==> src/rtl/img_frame_reader_pkg.sv <==
// Shared definitions for the frame reader: state encodings, buffer layout defaults and pixel width.
// Optional feature macro used by the reader: IMG_READER_LATCH_GAP_EN.
package img_frame_reader_pkg;

    typedef enum logic [2:0] {
        IMG_RD_ST_IDLE  = 3'd0,
        IMG_RD_ST_READ  = 3'd1,
        IMG_RD_ST_PUSH  = 3'd2,
        IMG_RD_ST_LATCH = 3'd3,
        IMG_RD_ST_DONE  = 3'd4
    } img_rd_state_e;

    localparam logic [31:0] IMG_RD_BUF_BASE_ADDR = 32'h0001_0000;
    localparam int          IMG_RD_BUF_STRIDE    = 1024;
    localparam int          PIXEL_WIDTH          = 24;

    // display_image pulse period (clk cycles) used by the image control logic for the same strip
    localparam int          FRAME_TIME           = 1_000_000;

    function automatic int cnt_width(input int n);
        return (n > 1) ? $clog2(n) : 1;
    endfunction

endpackage

==> src/rtl/img_frame_reader_if.sv <==
// Wishbone read master plus valid/ready pixel stream bundled for the frame reader.
interface img_frame_reader_if #(
    parameter int ADDR_WIDTH = 32,
    parameter int DATA_WIDTH = 32
);
    import img_frame_reader_pkg::*;

    logic [ADDR_WIDTH-1:0]  wbm_address;
    logic [DATA_WIDTH-1:0]  wbm_writedata;
    logic [DATA_WIDTH-1:0]  wbm_readdata;
    logic                   wbm_strobe;
    logic                   wbm_cycle;
    logic                   wbm_write;
    logic                   wbm_ack;
    logic [PIXEL_WIDTH-1:0] pix_data;
    logic                   pix_valid;
    logic                   pix_ready;

    modport master (
        output wbm_address, wbm_writedata, wbm_strobe, wbm_cycle, wbm_write,
        input  wbm_readdata, wbm_ack,
        output pix_data, pix_valid,
        input  pix_ready
    );

    modport slave (
        input  wbm_address, wbm_writedata, wbm_strobe, wbm_cycle, wbm_write,
        output wbm_readdata, wbm_ack,
        input  pix_data, pix_valid,
        output pix_ready
    );

endinterface

==> src/rtl/img_frame_reader.sv <==
// Fetches one frame buffer word by word over Wishbone and streams GRB pixels to the LED serializer.
// Define IMG_READER_LATCH_GAP_EN to insert an idle LATCH_CYCLES gap between the last pixel and done.
module img_frame_reader
    import img_frame_reader_pkg::*;
#(
    parameter int          ADDR_WIDTH       = 32,
    parameter int          DATA_WIDTH       = 32,
    parameter int          PIXELS_PER_FRAME = 256,
    parameter logic [31:0] BUF_BASE_ADDR    = IMG_RD_BUF_BASE_ADDR,
    parameter int          BUF_STRIDE       = IMG_RD_BUF_STRIDE,
    parameter int          LATCH_CYCLES     = 2500
) (
    input  logic                  clk,
    input  logic                  reset,
    input  logic [DATA_WIDTH-1:0] display_image_buf_id,
    input  logic                  display_image,
    output logic                  display_image_done,
    output logic                  busy,
    img_frame_reader_if.master    bus
);

    localparam int                IDX_W    = cnt_width(PIXELS_PER_FRAME);
    localparam logic [IDX_W-1:0]  IDX_LAST = IDX_W'(PIXELS_PER_FRAME - 1);

    img_rd_state_e          state_q, state_d;
    logic [IDX_W-1:0]       pix_idx_q, pix_idx_d;
    logic [DATA_WIDTH-1:0]  buf_id_q, buf_id_d;
    logic [PIXEL_WIDTH-1:0] pix_data_q, pix_data_d;
    logic [ADDR_WIDTH-1:0]  rd_addr;

`ifdef IMG_READER_LATCH_GAP_EN
    localparam int               LAT_W    = cnt_width(LATCH_CYCLES);
    localparam logic [LAT_W-1:0] LAT_LAST = LAT_W'(LATCH_CYCLES - 1);
    logic [LAT_W-1:0] lat_cnt_q, lat_cnt_d;
`else
    logic unused_latch_cfg;
    assign unused_latch_cfg = (LATCH_CYCLES < 0);
`endif

    // Upper readdata bits carry no pixel information.
    logic unused_rd_hi;
    assign unused_rd_hi = ^bus.wbm_readdata[DATA_WIDTH-1:PIXEL_WIDTH];

    // Address arithmetic is done at ADDR_WIDTH so large ids wrap instead of overflowing.
    assign rd_addr = ADDR_WIDTH'(BUF_BASE_ADDR)
                   + ADDR_WIDTH'(buf_id_q) * ADDR_WIDTH'(BUF_STRIDE)
                   + (ADDR_WIDTH'(pix_idx_q) << 2);

    always_comb begin
        state_d    = state_q;
        pix_idx_d  = pix_idx_q;
        buf_id_d   = buf_id_q;
        pix_data_d = pix_data_q;
`ifdef IMG_READER_LATCH_GAP_EN
        lat_cnt_d  = lat_cnt_q;
`endif
        case (state_q)
            IMG_RD_ST_IDLE: begin
                if (display_image) begin
                    buf_id_d  = display_image_buf_id;
                    pix_idx_d = '0;
                    state_d   = IMG_RD_ST_READ;
                end
            end
            IMG_RD_ST_READ: begin
                if (bus.wbm_ack) begin
                    pix_data_d = bus.wbm_readdata[PIXEL_WIDTH-1:0];
                    state_d    = IMG_RD_ST_PUSH;
                end
            end
            IMG_RD_ST_PUSH: begin
                if (bus.pix_ready) begin
                    if (pix_idx_q == IDX_LAST) begin
`ifdef IMG_READER_LATCH_GAP_EN
                        lat_cnt_d = '0;
                        state_d   = IMG_RD_ST_LATCH;
`else
                        state_d   = IMG_RD_ST_DONE;
`endif
                    end else begin
                        pix_idx_d = pix_idx_q + 1'b1;
                        state_d   = IMG_RD_ST_READ;
                    end
                end
            end
`ifdef IMG_READER_LATCH_GAP_EN
            IMG_RD_ST_LATCH: begin
                if (lat_cnt_q == LAT_LAST) begin
                    state_d = IMG_RD_ST_DONE;
                end else begin
                    lat_cnt_d = lat_cnt_q + 1'b1;
                end
            end
`endif
            IMG_RD_ST_DONE: begin
                state_d = IMG_RD_ST_IDLE;
            end
            default: begin
                state_d = IMG_RD_ST_IDLE;
            end
        endcase
    end

    always_ff @(posedge clk) begin
        if (reset) begin
            state_q    <= IMG_RD_ST_IDLE;
            pix_idx_q  <= '0;
            buf_id_q   <= '0;
            pix_data_q <= '0;
`ifdef IMG_READER_LATCH_GAP_EN
            lat_cnt_q  <= '0;
`endif
        end else begin
            state_q    <= state_d;
            pix_idx_q  <= pix_idx_d;
            buf_id_q   <= buf_id_d;
            pix_data_q <= pix_data_d;
`ifdef IMG_READER_LATCH_GAP_EN
            lat_cnt_q  <= lat_cnt_d;
`endif
        end
    end

    assign bus.wbm_cycle     = (state_q == IMG_RD_ST_READ);
    assign bus.wbm_strobe    = (state_q == IMG_RD_ST_READ);
    assign bus.wbm_address   = (state_q == IMG_RD_ST_READ) ? rd_addr : '0;
    assign bus.wbm_writedata = '0;
    assign bus.wbm_write     = 1'b0;
    assign bus.pix_valid     = (state_q == IMG_RD_ST_PUSH);
    assign bus.pix_data      = pix_data_q;
    assign display_image_done = (state_q == IMG_RD_ST_DONE);
    assign busy               = (state_q != IMG_RD_ST_IDLE);

endmodule

==> src/flat_wrapper.sv <==
// flat-port wrapper written by rule: the top's interface ports become plain ports
module img_frame_reader_flat import img_frame_reader_pkg::*;
#(
    parameter int          ADDR_WIDTH       = 32,
    parameter int          DATA_WIDTH       = 32,
    parameter int          PIXELS_PER_FRAME = 256,
    parameter logic [31:0] BUF_BASE_ADDR    = IMG_RD_BUF_BASE_ADDR,
    parameter int          BUF_STRIDE       = IMG_RD_BUF_STRIDE,
    parameter int          LATCH_CYCLES     = 2500
)
  (clk, reset, display_image_buf_id, display_image, display_image_done, busy, bus_wbm_address, bus_wbm_writedata, bus_wbm_strobe, bus_wbm_cycle, bus_wbm_write, bus_wbm_readdata, bus_wbm_ack, bus_pix_data, bus_pix_valid, bus_pix_ready);
  img_frame_reader_if #(.ADDR_WIDTH(ADDR_WIDTH), .DATA_WIDTH(DATA_WIDTH)) bus_i ();
  input  logic clk;
  input  logic reset;
  input  logic [DATA_WIDTH-1:0] display_image_buf_id;
  input  logic display_image;
  output logic display_image_done;
  output logic busy;
  output wire logic [$bits(bus_i.wbm_address)-1:0] bus_wbm_address;
  output wire logic [$bits(bus_i.wbm_writedata)-1:0] bus_wbm_writedata;
  output wire logic [$bits(bus_i.wbm_strobe)-1:0] bus_wbm_strobe;
  output wire logic [$bits(bus_i.wbm_cycle)-1:0] bus_wbm_cycle;
  output wire logic [$bits(bus_i.wbm_write)-1:0] bus_wbm_write;
  input wire logic [$bits(bus_i.wbm_readdata)-1:0] bus_wbm_readdata;
  input wire logic [$bits(bus_i.wbm_ack)-1:0] bus_wbm_ack;
  output wire logic [$bits(bus_i.pix_data)-1:0] bus_pix_data;
  output wire logic [$bits(bus_i.pix_valid)-1:0] bus_pix_valid;
  input wire logic [$bits(bus_i.pix_ready)-1:0] bus_pix_ready;
  assign bus_wbm_address = bus_i.wbm_address;
  assign bus_wbm_writedata = bus_i.wbm_writedata;
  assign bus_wbm_strobe = bus_i.wbm_strobe;
  assign bus_wbm_cycle = bus_i.wbm_cycle;
  assign bus_wbm_write = bus_i.wbm_write;
  assign bus_i.wbm_readdata = bus_wbm_readdata;
  assign bus_i.wbm_ack = bus_wbm_ack;
  assign bus_pix_data = bus_i.pix_data;
  assign bus_pix_valid = bus_i.pix_valid;
  assign bus_i.pix_ready = bus_pix_ready;
  img_frame_reader #(.ADDR_WIDTH(ADDR_WIDTH), .DATA_WIDTH(DATA_WIDTH), .PIXELS_PER_FRAME(PIXELS_PER_FRAME), .BUF_BASE_ADDR(BUF_BASE_ADDR), .BUF_STRIDE(BUF_STRIDE), .LATCH_CYCLES(LATCH_CYCLES)) u_core (.clk(clk), .reset(reset), .display_image_buf_id(display_image_buf_id), .display_image(display_image), .display_image_done(display_image_done), .busy(busy), .bus(bus_i));
endmodule
==> config.mk <==
export PLATFORM = sky130hd
export DESIGN_NAME = img_frame_reader_flat
export DESIGN_NICKNAME = d
export VERILOG_FILES = /design/src/rtl/img_frame_reader_pkg.sv /design/src/rtl/img_frame_reader_if.sv /design/src/rtl/img_frame_reader.sv /design/src/flat_wrapper.sv
export SDC_FILE = /design/constraint.sdc
export NUM_CORES = 1
export LEC_CHECK = 0
export ABC_AREA = 1
export BUFFER_PORTS_ARGS = -buffer_cell sky130_fd_sc_hd__buf_4
export CAP_MARGIN = 20
export CORE_UTILIZATION = 40
export CTS_CLUSTER_DIAMETER = 100
export DETAILED_ROUTE_END_ITERATION = 8
export PLACE_DENSITY = 0.72
export SLEW_MARGIN = 20
export SYNTH_ARGS = -nofsm -noshare
export SYNTH_HDL_FRONTEND = slang
export SYNTH_SLANG_ARGS = --single-unit
==> constraint.sdc <==
create_clock -name clk -period 2.9 [get_ports clk]
set_clock_uncertainty 0.1 [all_clocks]
set_input_delay 0.29 -clock clk [delete_from_list [all_inputs] [get_ports clk]]
set_output_delay 0.29 -clock clk [all_outputs]
set_load 0.005 [all_outputs]
======== After elaboration in Yosys (flattened, before gate mapping) ========
Index checks and enable logic that the tools add are counted.
W data, S select, Z words.
storage, ports and cells
  flip-flop bits (word level) ............. 57
  bits of input ports ..................... 69
  word-level logic and storage cells ...... 32
  output and inout port bits .............. 94
operators by class
  multiplexer cells ....................... 10
  eq/ne operators ......................... 8
  add/sub/neg operators ................... 3
  reduce and logical (&&, ||, !) cells .... 7
operators with widths
  cell                      number
  $add A17 B32 Y32 const A  1
  $add A32 B10 Y32          1
  $mux W32                  1
  $mux W8                   3
  $pmux W8 S2               1
  $mux W3                   4
  $pmux W3 S3               1
  $add A8 B1 Y8 const B     1
  $eq A8 B8 Y1 const B      1
  $ne A2 B1 Y1 const B      2
  $ne A2 B2 Y1 const B      2
  $reduce_and A2 Y1         2
  $reduce_and A4 Y1         1
  $eq A3 B1 Y1 const B      1
  $eq A3 B2 Y1 const B      1
  $eq A3 B3 Y1 const B      1
  $logic_not A3 Y1          1
  $reduce_and A3 Y1         1
  $reduce_bool A3 Y1        1
  $reduce_bool A2 Y1        1

======== Depth between registers and ports, before layout ========
  depth in word-level cells ............... 4
  mapped depth ............................ 10
  gate-level depth less buffers ........... 10

======== Least setup slack after synthesis ========
Ideal clock, no wire load.
  path kind ............................... reg2out
  start ................................... register u_core.buf_id_q[6]
  end ..................................... output port bus_wbm_address[30]
  arrival time ............................ 1.156 ns
  cell stages (with the launch flop) ...... 8
  slack ................................... 1.354 ns
  required time ........................... 2.510 ns
  buffers on the path ..................... 0
  path through ............................ dfxtp_1 ha_1 nand2_1 inv_1 nand3b_1 nor2_1 a21oi_1 nor2_1
between the ends
  cells in the longest elaborated chain, start to end .. 3
ends and longest elaborated chain
  item                      line                     text
  start: declaration        img_frame_reader.sv:27   logic [DATA_WIDTH-1:0] buf_id_q, buf_id_d;
  start signal: assignment  img_frame_reader.sv:116  buf_id_q <= buf_id_d;
  $add A17 B32 Y32          img_frame_reader.sv:46   + ADDR_WIDTH'(buf_id_q) * ADDR_WIDTH'(BUF_STRIDE)
  $add A32 B10 Y32          img_frame_reader.sv:47   + (ADDR_WIDTH'(pix_idx_q) << 2);
  $mux W32                  img_frame_reader.sv:126  assign bus.wbm_address = (state_q == IMG_RD_ST_READ) ? rd_addr : '0;
  end: declaration          flat_wrapper.sv:19       output wire logic [$bits(bus_i.wbm_address)-1:0] bus_wbm_address;
No other way between the ends.

======== Worst setup path after layout ========
  start ................................... register u_core.state_q[1]
  end ..................................... output port bus_wbm_address[26]
between the ends
  cells in the longest elaborated chain, start to end .. 2
ends and longest elaborated chain
  item                      line                     text
  start: declaration        img_frame_reader.sv:25   img_rd_state_e state_q, state_d;
  start signal: assignment  img_frame_reader.sv:114  state_q <= state_d;
  $eq A3 B1 Y1              img_frame_reader.sv:126
  $mux W32                  img_frame_reader.sv:126
No other way between the ends.

==> impl_metrics.py <==
metrics = {
    "outcome": {
        "status": "complete, no violations",
    },
    "clock_network": {
        "numClockSinks": 57,
        "cts_setup_buffers": 0,
        "cts_hold_buf": 0,
        "root_buffer": "clkbuf_8",
        "cts_tree": "done",
        "post_cts_resize_count": 0,
        "clk_latency_ns": 0.33,
        "numCtsBuffers": 9,
        "cts_max_level": 3,
        "path_clk_slew_ns": 0.06,
        "clk_path_buf_depth": 2,
    },
    "synthesis": {
        "yosys.area.top_type": "dfxtp_1",
        "netlist_instances": 439,
        "yosys_warnings": 0,
        "yosys-top-cells-area": "dfxtp_1, a21oi_1, buf_4, nand2_1, nand3_1",
        "synth-edff-count": 0,
        "synth_top_area_share_pct": 37.1,
        "avgSynthCellArea_um2": 7.01,
        "ys.flop_type": "dfxtp_1",
        "netlist-cell-type-count": 30,
        "ys_ff_latch": 57,
        "synthArstFlopShare_pct": 0,
        "syn_area_um2": 3080,
        "ys_seq_area_share_pct": 37.1,
    },
    "grt": {
        "grt-ovfl-total": 0,
        "grt_pass1_vias": 2632,
        "grt_usage_pct": 17.4,
        "antenna_found_initial": 0,
        "grt_pass1_wl_mm": 11.6,
        "grt_start_max_net_pins": 45,
    },
    "worst_setup_path": {
        "crit_fanout": 36,
        "ff2ff_setup_slack_ns": 0.96,
        "crit_end": "bus_wbm_address[26]",
        "startpoint_type": "flop",
        "crit_start": "u_core.state_q[1]",
        "r2r_start": "u_core.state_q[1]",
        "end_kind": "output pin",
        "criticalPathCategory": "flop to output pin",
        "regToRegEndpoint": "u_core.buf_id_q[8]",
        "crit_arrival_ns": 1.91,
        "worstPathRequired_ns": 2.51,
        "reg2reg_depth": 4,
    },
    "layout": {
        "mostFrequentLayoutCell": "buf_4",
        "nets": 609,
        "layout-area-overhead-vs-synth_pct": 29.0,
        "n_antenna_cell": 0,
        "layout-drive-gt1-share_pct": 26.6,
        "utilization_pct": 54.2,
        "final_cell_mix": "buf_4, nand2_1, a21oi_1",
        "fillers": 721,
    },
    "die": {
        "floorplan.initialDensity_pct": 42.0,
        "die_area_um2": 8050,
        "io_pins": 163,
        "fp.dieH_um": 89.7,
        "row_count": 31,
        "die_w_um": 89.7,
        "core_um2": 7330,
    },
    "placement": {
        "io_buffer_count": 109,
        "gp_congestion": 0.840,
        "dp_hpwl_mm": 5.05,
    },
    "timing": {
        "final-setup-viol-count": 0,
        "relSlewSlack_pct": 52.6,
        "final.setup.tns_ns": 0,
        "drv_slew": 0,
        "finalCriticalPeriod_ns": 2.30,
        "max_freq_mhz": 435,
        "grt_setup_unrepaired": "false",
        "finalHoldViolations": 0,
        "final.period_utilization_pct": 79.2,
        "tightest_slew_ns": 0.711,
    },
    "route": {
        "vias": 2966,
        "wl_per_cell_um": 11.2,
        "viasPerCell": 4.63,
        "routed_wl_mm": 7.18,
        "ant_nets": 0,
        "drc_errors": 0,
        "drtPass1Iterations": 4,
        "drt_first_iter_violations": 71,
    },
    "power_and_ir_drop": {
        "p_leak_nw": 1.79,
        "power.density_nw_per_um2": 528,
        "ir_worst_vdd_mv": 0.254,
    },
    "flow_run": {
        "maxCapViolCount": 0,
    },
    "hold_path": {
        "whs_path_depth": 3,
        "hold_class": "input pin to flop",
    },
}
==> per-stage QoR <==
step                instances  setup WS (ns)  hold slack, ns  cell area [um^2]  power [W]
finish                    641          0.602           0.138              3970    0.00210
detailed placement        626          0.951           0.348              3780    0.00138
global route              641          0.458           0.129              3970    0.00223
CTS                       641          0.584           0.121              3970    0.00213
global placement          626          0.964           0.341              3780    0.00137
floorplan                 473           1.35           0.330              3210    0.00124
==> worst max-delay path, cell delays in order (launching register included) <==
cell,delay [ns]
dfxtp_1,0.37
nor2_4,0.19
nand2_4,0.20
inv_4,0.36
nand2_1,0.11
a21oi_1,0.18
buf_4,0.15
==> layout make-up <==
type                       instances  area [um^2]  area share (%)
tap                               99          124            3.12
inverter                          45          176            4.44
multi-input combinational        316         1520            38.2
sequential                        57         1140            28.7
timing repair buffer             109          818            20.6
clock buffer                      12          155            3.91
clock inverter                     3         40.0            1.01
==> per-layer routing <==
metal  share of wire, %  global-route usage, %  routed length [um]  vias to the layer above
li1                   -                      -                   -                     1548
met1                 44                   20.4                3130                     1291
met2                 47                   29.2                3340                      116
met3                8.6                   5.84                 617                       11
met4                1.3                   6.97                  93                        0
met5                  0                      0                   0                        -
==> Yosys cell counts (2+ instances only) <==
cell      number
o21ai_0       25
o21ai_1        6
inv_1         41
ha_1           2
nand3_1       38
buf_2          6
buf_4         40
nand2_4        4
nand4_1        2
clkbuf_1       8
nand2_8        2
nand2_1       69
a21oi_1       60
nand2_2        4
nor2_1        47
dfxtp_1       57
nor3_1        10
inv_4          3
nand3b_1       2
a21oi_2        3
==> registers in the layout (all words and copies together), names as in the netlist <==
| signal | count |
|---|---|
| u_core.state_q | 3 |
| u_core.bus.pix_data | 24 |
| u_core.buf_id_q | 22 |
| u_core.pix_idx_q | 8 |
==> cells by family (layout without fill, tap and decap cells) <==
group	Yosys count	after routing	synth area share [%]
DFF	57	57	37.1
adders and majority gates	2	2	0.813
and+or+nand+nor	183	183	28.1
AOI/OAI and AO/OA	95	95	15.8
xor gates and xnor gates	1	1	0.284
buffers and inverters	100	169	17.8
other	1	35	0.122
==> worst min path at each step <==
stage                                   end                     start
floorplan                u_core.buf_id_q[0]        u_core.buf_id_q[0]
global placement         u_core.buf_id_q[2]        u_core.buf_id_q[2]
detailed placement       u_core.buf_id_q[5]        u_core.buf_id_q[5]
CTS                 u_core.bus.pix_data[12]      bus_wbm_readdata[12]
global route            u_core.buf_id_q[14]  display_image_buf_id[14]
finish                  u_core.buf_id_q[15]  display_image_buf_id[15]
==> power by group <==
| group | internal [W] | leakage (nW) | switching, W |
|---|---|---|---|
| Combinational | 0.000194 | 1.22 | 0.000268 |
| Sequential | 0.000853 | 0.467 | 0.0000470 |
| Clock | 0.000436 | 0.102 | 0.000301 |
| Total | 0.00148 | 1.79 | 0.000615 |
(Power assumes the default switching activity.)
